--- config.mk ---
export PLATFORM = sky130hd
export DESIGN_NAME = control_cmd_dispatch
export DESIGN_NICKNAME = d
export VERILOG_FILES = /design/src/rtl/control_cmd_dispatch_pkg.sv /design/src/rtl/control_cmd_dispatch_byte_fifo.sv /design/src/rtl/control_cmd_dispatch.sv
export SDC_FILE = /design/constraint.sdc
export NUM_CORES = 1
export LEC_CHECK = 0
export CAP_MARGIN = 20
export CORE_MARGIN = 1
export CORE_UTILIZATION = 58
export DETAILED_ROUTE_END_ITERATION = 7
export PLACE_DENSITY_LB_ADDON = 0.12
export SETUP_SLACK_MARGIN = 0.4
export SYNTH_ARGS = -nofsm -noshare
export SYNTH_HDL_FRONTEND = slang
export SYNTH_SLANG_ARGS = --single-unit
--- constraint.sdc ---
create_clock -name clk -period 2.2 [get_ports clk]
set_input_delay 0.22 -clock clk [delete_from_list [all_inputs] [get_ports clk]]
set_output_delay 0.22 -clock clk [all_outputs]
set_load 0.02 [all_outputs]
--- src/rtl/control_cmd_dispatch_pkg.sv ---
// Shared types for the command dispatcher: FSM states, command indices and opcode decode.
package control_cmd_dispatch_pkg;

    localparam int CMD_INDEX_W = 3;

    typedef logic [CMD_INDEX_W-1:0] cmd_index_t;

    typedef enum logic [1:0] {
        S_IDLE,
        S_DECODE,
        S_FORWARD,
        S_GAP
    } dispatch_state_t;

    typedef struct packed {
        logic       valid;
        cmd_index_t index;
    } cmd_decode_t;

    localparam logic [7:0] OPCODE_CLEAR    = 8'h43;
    localparam logic [7:0] OPCODE_BLANK    = 8'h5A;
    localparam logic [7:0] OPCODE_PIXEL    = 8'h50;
    localparam logic [7:0] OPCODE_FILLRECT = 8'h46;
    localparam logic [7:0] OPCODE_LINE     = 8'h4C;
    localparam logic [7:0] OPCODE_SCROLL   = 8'h53;
    localparam logic [7:0] OPCODE_TEXT     = 8'h54;
    localparam logic [7:0] OPCODE_PALETTE  = 8'h51;

    function automatic cmd_decode_t decode_opcode(input logic [7:0] opcode);
        cmd_decode_t result;
        result.valid = 1'b1;
        result.index = '0;
        case (opcode)
            OPCODE_CLEAR:    result.index = 3'd0;
            OPCODE_BLANK:    result.index = 3'd1;
            OPCODE_PIXEL:    result.index = 3'd2;
            OPCODE_FILLRECT: result.index = 3'd3;
            OPCODE_LINE:     result.index = 3'd4;
            OPCODE_SCROLL:   result.index = 3'd5;
            OPCODE_TEXT:     result.index = 3'd6;
            OPCODE_PALETTE:  result.index = 3'd7;
            default:         result.valid = 1'b0;
        endcase
        return result;
    endfunction

endpackage

--- src/rtl/control_cmd_dispatch_byte_fifo.sv ---
// Byte FIFO with registered read data; a push while full is rejected even if a pop happens.
module control_cmd_dispatch_byte_fifo #(
    parameter int DEPTH = 16
) (
    input  logic       clk,
    input  logic       reset_n,
    input  logic       flush,
    input  logic       push,
    input  logic [7:0] push_data,
    input  logic       pop,
    output logic [7:0] pop_data,
    output logic       full,
    output logic       empty
);
    localparam int AW = $clog2(DEPTH);

    logic [7:0]  mem [DEPTH];
    logic [AW:0] wr_ptr;
    logic [AW:0] rd_ptr;
    logic        do_push;
    logic        do_pop;

    // Extra pointer bit distinguishes a full FIFO from an empty one.
    assign empty   = (wr_ptr == rd_ptr);
    assign full    = (wr_ptr[AW] != rd_ptr[AW]) && (wr_ptr[AW-1:0] == rd_ptr[AW-1:0]);
    assign do_push = push && !full;
    assign do_pop  = pop && !empty;

    always_ff @(posedge clk) begin
        if (do_push) begin
            mem[wr_ptr[AW-1:0]] <= push_data;
        end
    end

    always_ff @(posedge clk) begin
        if (!reset_n) begin
            wr_ptr   <= '0;
            rd_ptr   <= '0;
            pop_data <= '0;
        end else if (flush) begin
            wr_ptr <= '0;
            rd_ptr <= '0;
        end else begin
            if (do_push) begin
                wr_ptr <= wr_ptr + 1'b1;
            end
            if (do_pop) begin
                pop_data <= mem[rd_ptr[AW-1:0]];
                rd_ptr   <= rd_ptr + 1'b1;
            end
        end
    end

endmodule

--- src/rtl/control_cmd_dispatch.sv ---
// Buffers UART bytes, decodes an opcode and forwards the payload to one command block.
// Define CONTROL_CMD_DISPATCH_TIMEOUT_EN to add the watchdog that aborts a stuck command.
module control_cmd_dispatch
    import control_cmd_dispatch_pkg::*;
#(
    parameter int NUM_CMDS       = 8,
    parameter int FIFO_DEPTH     = 16,
    parameter int TIMEOUT_CYCLES = 1048576
) (
    input  logic                        clk,
    input  logic                        reset_n,
    input  logic [7:0]                  rx_data,
    input  logic                        rx_valid,
    input  logic [NUM_CMDS-1:0]         cmd_ready,
    input  logic [NUM_CMDS-1:0]         cmd_done,
    output logic [NUM_CMDS-1:0]         cmd_enable,
    output logic [7:0]                  data_out,
    output logic                        busy,
    output logic [$clog2(NUM_CMDS)-1:0] active_cmd,
    output logic                        overflow,
    output logic [7:0]                  bad_opcode_count,
    output logic                        cmd_abort
);
    localparam int IDX_W = $clog2(NUM_CMDS);

    if (FIFO_DEPTH < 2 || (FIFO_DEPTH & (FIFO_DEPTH - 1)) != 0) begin : g_bad_depth
        $error("FIFO_DEPTH must be a power of two and at least 2");
    end
    if (NUM_CMDS < 2 || TIMEOUT_CYCLES < 2) begin : g_bad_params
        $error("NUM_CMDS and TIMEOUT_CYCLES must both be at least 2");
    end

    dispatch_state_t  state;
    dispatch_state_t  next_state;
    logic [IDX_W-1:0] sel;
    logic             fifo_push;
    logic             fifo_pop;
    logic             fifo_full;
    logic             fifo_empty;
    logic [7:0]       fifo_rd_data;
    cmd_decode_t      decoded;
    logic             opcode_ok;
    logic             in_cmd;
    logic             done_sel;
    logic             ready_sel;
    logic             timeout;

    assign fifo_push = rx_valid && !fifo_full;
    assign decoded   = decode_opcode(fifo_rd_data);
    assign opcode_ok = decoded.valid && (int'(decoded.index) < NUM_CMDS);
    assign in_cmd    = (state == S_FORWARD) || (state == S_GAP);
    assign done_sel  = cmd_done[sel];
    assign ready_sel = cmd_ready[sel];

    control_cmd_dispatch_byte_fifo #(
        .DEPTH(FIFO_DEPTH)
    ) u_fifo (
        .clk      (clk),
        .reset_n  (reset_n),
        .flush    (timeout),
        .push     (fifo_push),
        .push_data(rx_data),
        .pop      (fifo_pop),
        .pop_data (fifo_rd_data),
        .full     (fifo_full),
        .empty    (fifo_empty)
    );

`ifdef CONTROL_CMD_DISPATCH_TIMEOUT_EN
    logic [31:0] wd_count;

    // Restarts whenever a byte is handed over, so only a silent command times out.
    always_ff @(posedge clk) begin
        if (!reset_n || !in_cmd || state == S_GAP) begin
            wd_count <= '0;
        end else begin
            wd_count <= wd_count + 32'd1;
        end
    end

    assign timeout = in_cmd && !done_sel && (wd_count == 32'(TIMEOUT_CYCLES - 1));
`else
    assign timeout = 1'b0;
`endif

    assign cmd_abort = timeout;

    always_ff @(posedge clk) begin
        if (!reset_n) begin
            state <= S_IDLE;
        end else begin
            state <= next_state;
        end
    end

    always_comb begin
        next_state = state;
        fifo_pop   = 1'b0;
        case (state)
            S_IDLE: begin
                if (!fifo_empty) begin
                    fifo_pop   = 1'b1;
                    next_state = S_DECODE;
                end
            end
            S_DECODE: begin
                next_state = opcode_ok ? S_FORWARD : S_IDLE;
            end
            S_FORWARD: begin
                if (done_sel || timeout) begin
                    next_state = S_IDLE;
                end else if (!fifo_empty && ready_sel) begin
                    fifo_pop   = 1'b1;
                    next_state = S_GAP;
                end
            end
            S_GAP: begin
                next_state = (done_sel || timeout) ? S_IDLE : S_FORWARD;
            end
            default: next_state = S_IDLE;
        endcase
    end

    // The byte popped in S_FORWARD is presented during S_GAP, one cycle after the pop.
    always_comb begin
        cmd_enable = '0;
        data_out   = '0;
        busy       = 1'b0;
        active_cmd = '0;
        if (in_cmd) begin
            busy       = 1'b1;
            active_cmd = sel;
        end
        if (state == S_GAP) begin
            cmd_enable[sel] = 1'b1;
            data_out        = fifo_rd_data;
        end
    end

    always_ff @(posedge clk) begin
        if (!reset_n) begin
            sel              <= '0;
            overflow         <= 1'b0;
            bad_opcode_count <= '0;
        end else begin
            if (rx_valid && fifo_full) begin
                overflow <= 1'b1;
            end
            if (state == S_DECODE) begin
                if (opcode_ok) begin
                    sel <= IDX_W'(decoded.index);
                end else if (bad_opcode_count != 8'hFF) begin
                    bad_opcode_count <= bad_opcode_count + 8'd1;
                end
            end
        end
    end

endmodule

==> results.cfg, run 1 <==
[floorplan]
rows = 39
start_util_pct = 60.4
coreArea_mm2 = 0.0116
die_w_um = 112
die_y_um = 112
ios = 57
die_area_mm2 = 0.0125

[clock_tree]
cts_tree = built
cts_buffer_depth = 2
clock-sinks = 160
cts-root-buf = clkbuf_16
clkLatencyLatePin_ps = 430
path_clk_slew_ps = 60
h-tree-depth = 4
cts_buffers = 17

[sta]
min_period_over_period_pct = 84.7
hold_viol = 0
worst_slew_pin_slew_ps = 665
rsz0062_at_grt = yes
finClkSkew_ps = 7.99
final_max_slew_viol_count = 0
fmax_mhz = 537
setup_viol = 0
final.min_clock_period_ps = 1860
slew_headroom_pct = 55.5

[final_layout]
final_common_cell = edfxtp_1
design_area_mm2 = 0.00867
fin_nets = 591
diodes = 0
final_util_pct = 74.7
drive_gt1_share_pct = 29.9
syn_to_final_growth_pct = 23.6
fill_cells = 735
final_cells = 714
final_cell_mix = 128 x edfxtp_1, 36 x clkdlybuf4s50_1, 29 x mux2_2

[critical_path]
cp.arrival_ps = 2160
reg2reg_slack_ps = 340
r2r-end = u_fifo.pop_data[5]
rr_worst_depth = 6
cp-start-kind = flop
reg2reg_from = sel[0]
critPathRequiredTime_ps = 2500
worstSetupEndpoint = u_fifo.pop_data[5]
crit_start = sel[0]
slowest_delay_ps = 500
crit_type = reg -> reg
cp_slowest_cell = mux4_2
path_max_fanout = 5
crit_chain = mux4_2 > mux2_4 > o21ai_4 > buf_4 > nand2_4 > mux2i_1
cp-end-kind = flop

[synthesis]
syn_area_per_cell_um2 = 14.5
synth_edf_count = 128
synth_top_area_share_pct = 54.8
syn-num-nets = 518
synth_area_leaders = edfxtp_1 55%, dfxtp_1 9.1%, mux4_2 6.1%
synth_sequential_area_ratio_pct = 63.9
yosys.area.top_type = edfxtp_1
ys_seq_elements = 160
ys.flop_type = edfxtp_1
synth_cell_type_count = 49
netlist_area_mm2 = 0.00702
ys_warn_count = 0
async_reset_ff_share_pct = 0
syn_inst = 485

[place]
detailed_place_hpwl_um = 9500
gp_congestion = 0.773
place_area_mm2 = 0.00779
port_buffers = 55
place_inst = 668

[power]
ir_worst_vdd_v = 0.000660
leakage_uw = 0.00306
power_density_mw_per_mm2 = 988
power_uw = 8570

[global_route]
grt_max_degree = 32
grt_usage_pct = 25.3
antenna_found_initial = 0
grt_pass1_vias = 4350
grt_remaining_overflow = 0
grt_pass1_wl_um = 23500

[run]
max_cap_violations = 0

[routing]
vias_per_cell = 6.12
dr.pass1.iters = 7
wire_per_inst_um = 21.3
drt-total-wl_um = 15200
first_iter_violations = 329
antenna_left = 0
drcViolationCount = 3
vias = 4372

[outcome]
violations = DRC
status = finished, violations left

[worst_hold_path]
worst_hold_path_type = reg -> reg
[power breakdown]
group / internal [uW] / switching (uW)
Sequential: 3430 / 225
Clock: 1800 / 1210
Combinational: 948 / 963
[worst max-delay path: cells and delay by family (launching register included)]
family	cells	cell delay, ps
buffers and inverters	1	160
AOI/OAI and AO/OA	1	180
DFF	1	380
muxes	3	950
and+or+nand+nor	1	80
[repair_timing]
item,CTS,global route
pin swaps,3,6
cloned,2,1
resized for setup,54,37
buffers inserted,7,4
endpoints found under the setup margin,169,146
hold buffers,0,0
[routing by layer]
layer,wire length (um),global-route usage (%),vias to the layer above,part of all wire (%)
met4,291,9.60,0,1.9
li1,-,-,2021,-
met1,6410,33.1,2190,42
met2,7850,42.1,134,52
met5,0,0,-,0
met3,681,5.28,27,4.5
[registers in the layout, summed over array words and instances (netlist names)]
name              cells
u_fifo.wr_ptr         5
u_fifo.rd_ptr         5
u_fifo.mem          128
overflow              1
bad_opcode_count      8
state                 2
sel                   3
u_fifo.pop_data       8
[worst min path at each step]
| stage | from | to | cells past startpoint |
|---|---|---|---|
| 4_1_cts | u_fifo.pop_data[5] | u_fifo.pop_data[5] | 2 |
| 5_1_grt | overflow | overflow | 2 |
| 3_5_place_dp | overflow | overflow | 2 |
| 6_report | overflow | overflow | 2 |
| 3_3_place_gp | overflow | overflow | 2 |
| 2_1_floorplan | rx_data[0] | u_fifo.mem[0][0] | 0 |
[cell usage after synthesis, types with 3 or more instances]
cell	count
mux4_2	19
o21ai_0	11
o31a_1	4
ha_1	6
nor3_1	14
o21a_1	5
nor2b_1	4
mux2_1	11
xnor2_1	6
clkbuf_1	21
and3_1	30
a21oi_1	5
nand2b_1	12
nand3b_1	3
nor2_1	17
and2_1	5
buf_2	5
o22ai_1	17
edfxtp_1	128
nand3_1	11
nand2_1	25
inv_1	3
mux2i_1	19
buf_1	4
mux2_2	29
xor2_1	5
dfxtp_1	32
or3_1	3
nor4_1	5
[area by class of cell]
cell class	instances	area (um^2)	area share, %
clock buffer	17	425	4.91
tap	143	179	2.06
clock inverter	15	183	2.11
inverter	4	15.0	0.173
timing repair buffer	84	757	8.73
sequential	160	4510	52.1
multi-input combinational	291	2600	30.0
[cells by family (layout without fill, tap and decap cells)]
| logic type | after synthesis | after routing | synth area share [%] |
|---|---|---|---|
| other | 1 | 1 | 0.0534 |
| multiplexers | 80 | 80 | 15.8 |
| buffers and inverters | 37 | 120 | 2.34 |
| XOR/XNOR | 11 | 11 | 1.37 |
| adder cells (fa/ha/maj) | 6 | 6 | 1.07 |
| flip-flops | 160 | 160 | 63.9 |
| AO/OA/AOI/OAI | 56 | 57 | 5.28 |
| AND/OR/NAND/NOR | 134 | 136 | 10.2 |
[metrics by stage]
step,hold WS (ps),setup slack [ps],setup TNS (ps)
CTS,484,302,0
global route,525,266,0
detailed placement,472,-13.3,-13.3
finish,482,338,0
global placement,458,103,0
floorplan,319,390,0
Note: power is estimated with default switching activity, not from simulation.
==> run 2, diff against run 1 <==
- clock period: 2.2 -> 1.9 ns (I/O delays scaled with it)
==> run 2 against run 1 <==
The flow finishes with violations (DRC, setup timing); sequential share of layout area down 3.0 points; global-route usage rose by 1.0 points; cell count is 4.3% higher; die area stayed put; power grew 24%; sequential power grew 15%; register-to-register slack worse by 360 ps; critical endpoint is now u_fifo.rd_ptr[3].
==> results.cfg, run 2 (synthesis gave the netlist of run 1 again) <==
[routing]
dr.pass1.iters = 8
vias = 4532
first_iter_violations = 314
drcViolationCount = 9
vias_per_cell = 6.08
drt-total-wl_um = 16000
antenna_left = 0
wire_per_inst_um = 21.4

[run]
max_cap_violations = 0

[floorplan]
start_util_pct = 60.4
coreArea_mm2 = 0.0116
die_w_um = 112
die_y_um = 112
ios = 57
die_area_mm2 = 0.0125
rows = 39

[place]
place_inst = 685
port_buffers = 55
detailed_place_hpwl_um = 10100
gp_congestion = 0.817

[sta]
final.min_clock_period_ps = 1920
fmax_mhz = 520
slew_headroom_pct = 59.6
final_max_slew_viol_count = 0
hold_viol = 0
finClkSkew_ps = 5.93
min_period_over_period_pct = 101
setup_viol = 5
rsz0062_at_grt = yes
finalWorstSetupSlack_ps = -22.2
worst_slew_pin_slew_ps = 604
tns_ps = -58.8

[clock_tree]
path_clk_slew_ps = 60
cts_buffer_depth = 2
h-tree-depth = 4
cts_tree = built
cts_buffers = 17
cts-root-buf = clkbuf_16
clock-sinks = 160
clkLatencyLatePin_ps = 430

[critical_path]
cp.arrival_ps = 2270
reg2reg_from = sel[0]
path_max_fanout = 5
cp-start-kind = flop
crit_start = sel[0]
cpLargestDelayFamily = multiplexers
cp-end-kind = flop
slowest_delay_ps = 500
critPathRequiredTime_ps = 2250
crit_type = reg -> reg
cp_slowest_cell = mux4_2
crit_buf_inv = 0
crit_chain = mux4_2 > mux2_4 > o21ai_4 > and3_4 > mux2i_1

[final_layout]
fill_cells = 649
final_cells = 745
largest_reg_flops = 128
fin_nets = 622
diodes = 0
multi_input_area_mm2 = 0.00279
syn_to_final_growth_pct = 31.7
final_cell_mix = 128 x edfxtp_1, 41 x buf_4, 29 x mux2_2
final_common_cell = edfxtp_1
drive_gt1_share_pct = 39.2
ff_latch_area_mm2 = 0.00453

[global_route]
grt_pass1_vias = 4554
grt_usage_pct = 26.4
grt_remaining_overflow = 0
grt_max_degree = 32
grt_pass1_wl_um = 24400
antenna_found_initial = 0

[worst_hold_path]
worst_hold_path_type = reg -> reg
min-delay-start = overflow

[power]
leakage_uw = 0.00330
power_density_mw_per_mm2 = 1150
ir_worst_vdd_v = 0.000899

[outcome]
violations = DRC, setup timing
status = finished, violations left
==> run 2: cell count changes in the layout (fill, tap and decap cells not counted), sizes merged, moves of 2 or more <==
| cell | delta |
|---|---|
| clkbuf | -3 |
| bufinv | +2 |
| buf | +50 |
| clkdlybuf4s50 | -10 |
| inv | -2 |
| dlygate4sd2 | -7 |
==> run 2: routing by layer <==
layer  GRT usage (%)  up-vias  wire (um)
li1                -     2080          -
met1            35.4     2271       6820
met2            42.5      152       7860
met3            5.33       29        915
met4            11.0        0        359
met5               0        -          0
==> run 2: worst reg2reg max path, cell delays in order, from the launching register on <==
cell and delay (ps):
dfxtp_4 380, mux4_2 500, mux2_4 300, o21ai_4 280, and3_4 230, mux2i_1 160
==> run 2: area by class of cell <==
type                            count  area share [%]
Multi-Input combinational cell    291            30.1
Tap cell                          143            1.94
Clock buffer                       17            4.60
Sequential cell                   160            49.0
Timing Repair Buffer              115            11.8
Clock inverter                     15            2.31
Inverter                            4           0.162
==> run 2: worst paths after layout <==
path                           end  slack [ps]  cells past startpoint
setup / recovery  u_fifo.rd_ptr[3]         -20                      5
setup reg to reg  u_fifo.rd_ptr[3]         -20                      5
hold reg to reg           overflow         480                      2
hold / removal            overflow         480                      2
==> run 2: power breakdown <==
| part | switching [uW] | internal [uW] |
|---|---|---|
| registers | 195 | 3990 |
| logic | 1330 | 1460 |
| clock network | 1340 | 2320 |
==> run 2: repair_timing <==
item,in CTS,in global routing
hold buffers,0,0
resized for setup,137,65
pin swaps,13,20
setup endpoints to repair,187,173
setup buffers,16,8
gates cloned,3,1
==> run 2: per-stage QoR <==
step           instance area [um^2]  setup WS [ps]  hold slack [ps]  total power, uW  utilization, %
2_1_floorplan                  7230           89.8              289             5710               -
4_1_cts                        8940           14.8              480            10300            77.0
3_3_place_gp                   8070           -218              463             6220            69.5
6_report                       9240          -22.2              482            10600            79.6
3_5_place_dp                   8070           -233              471             6280            69.5
5_1_grt                        9240          -83.7              511            11000            79.6
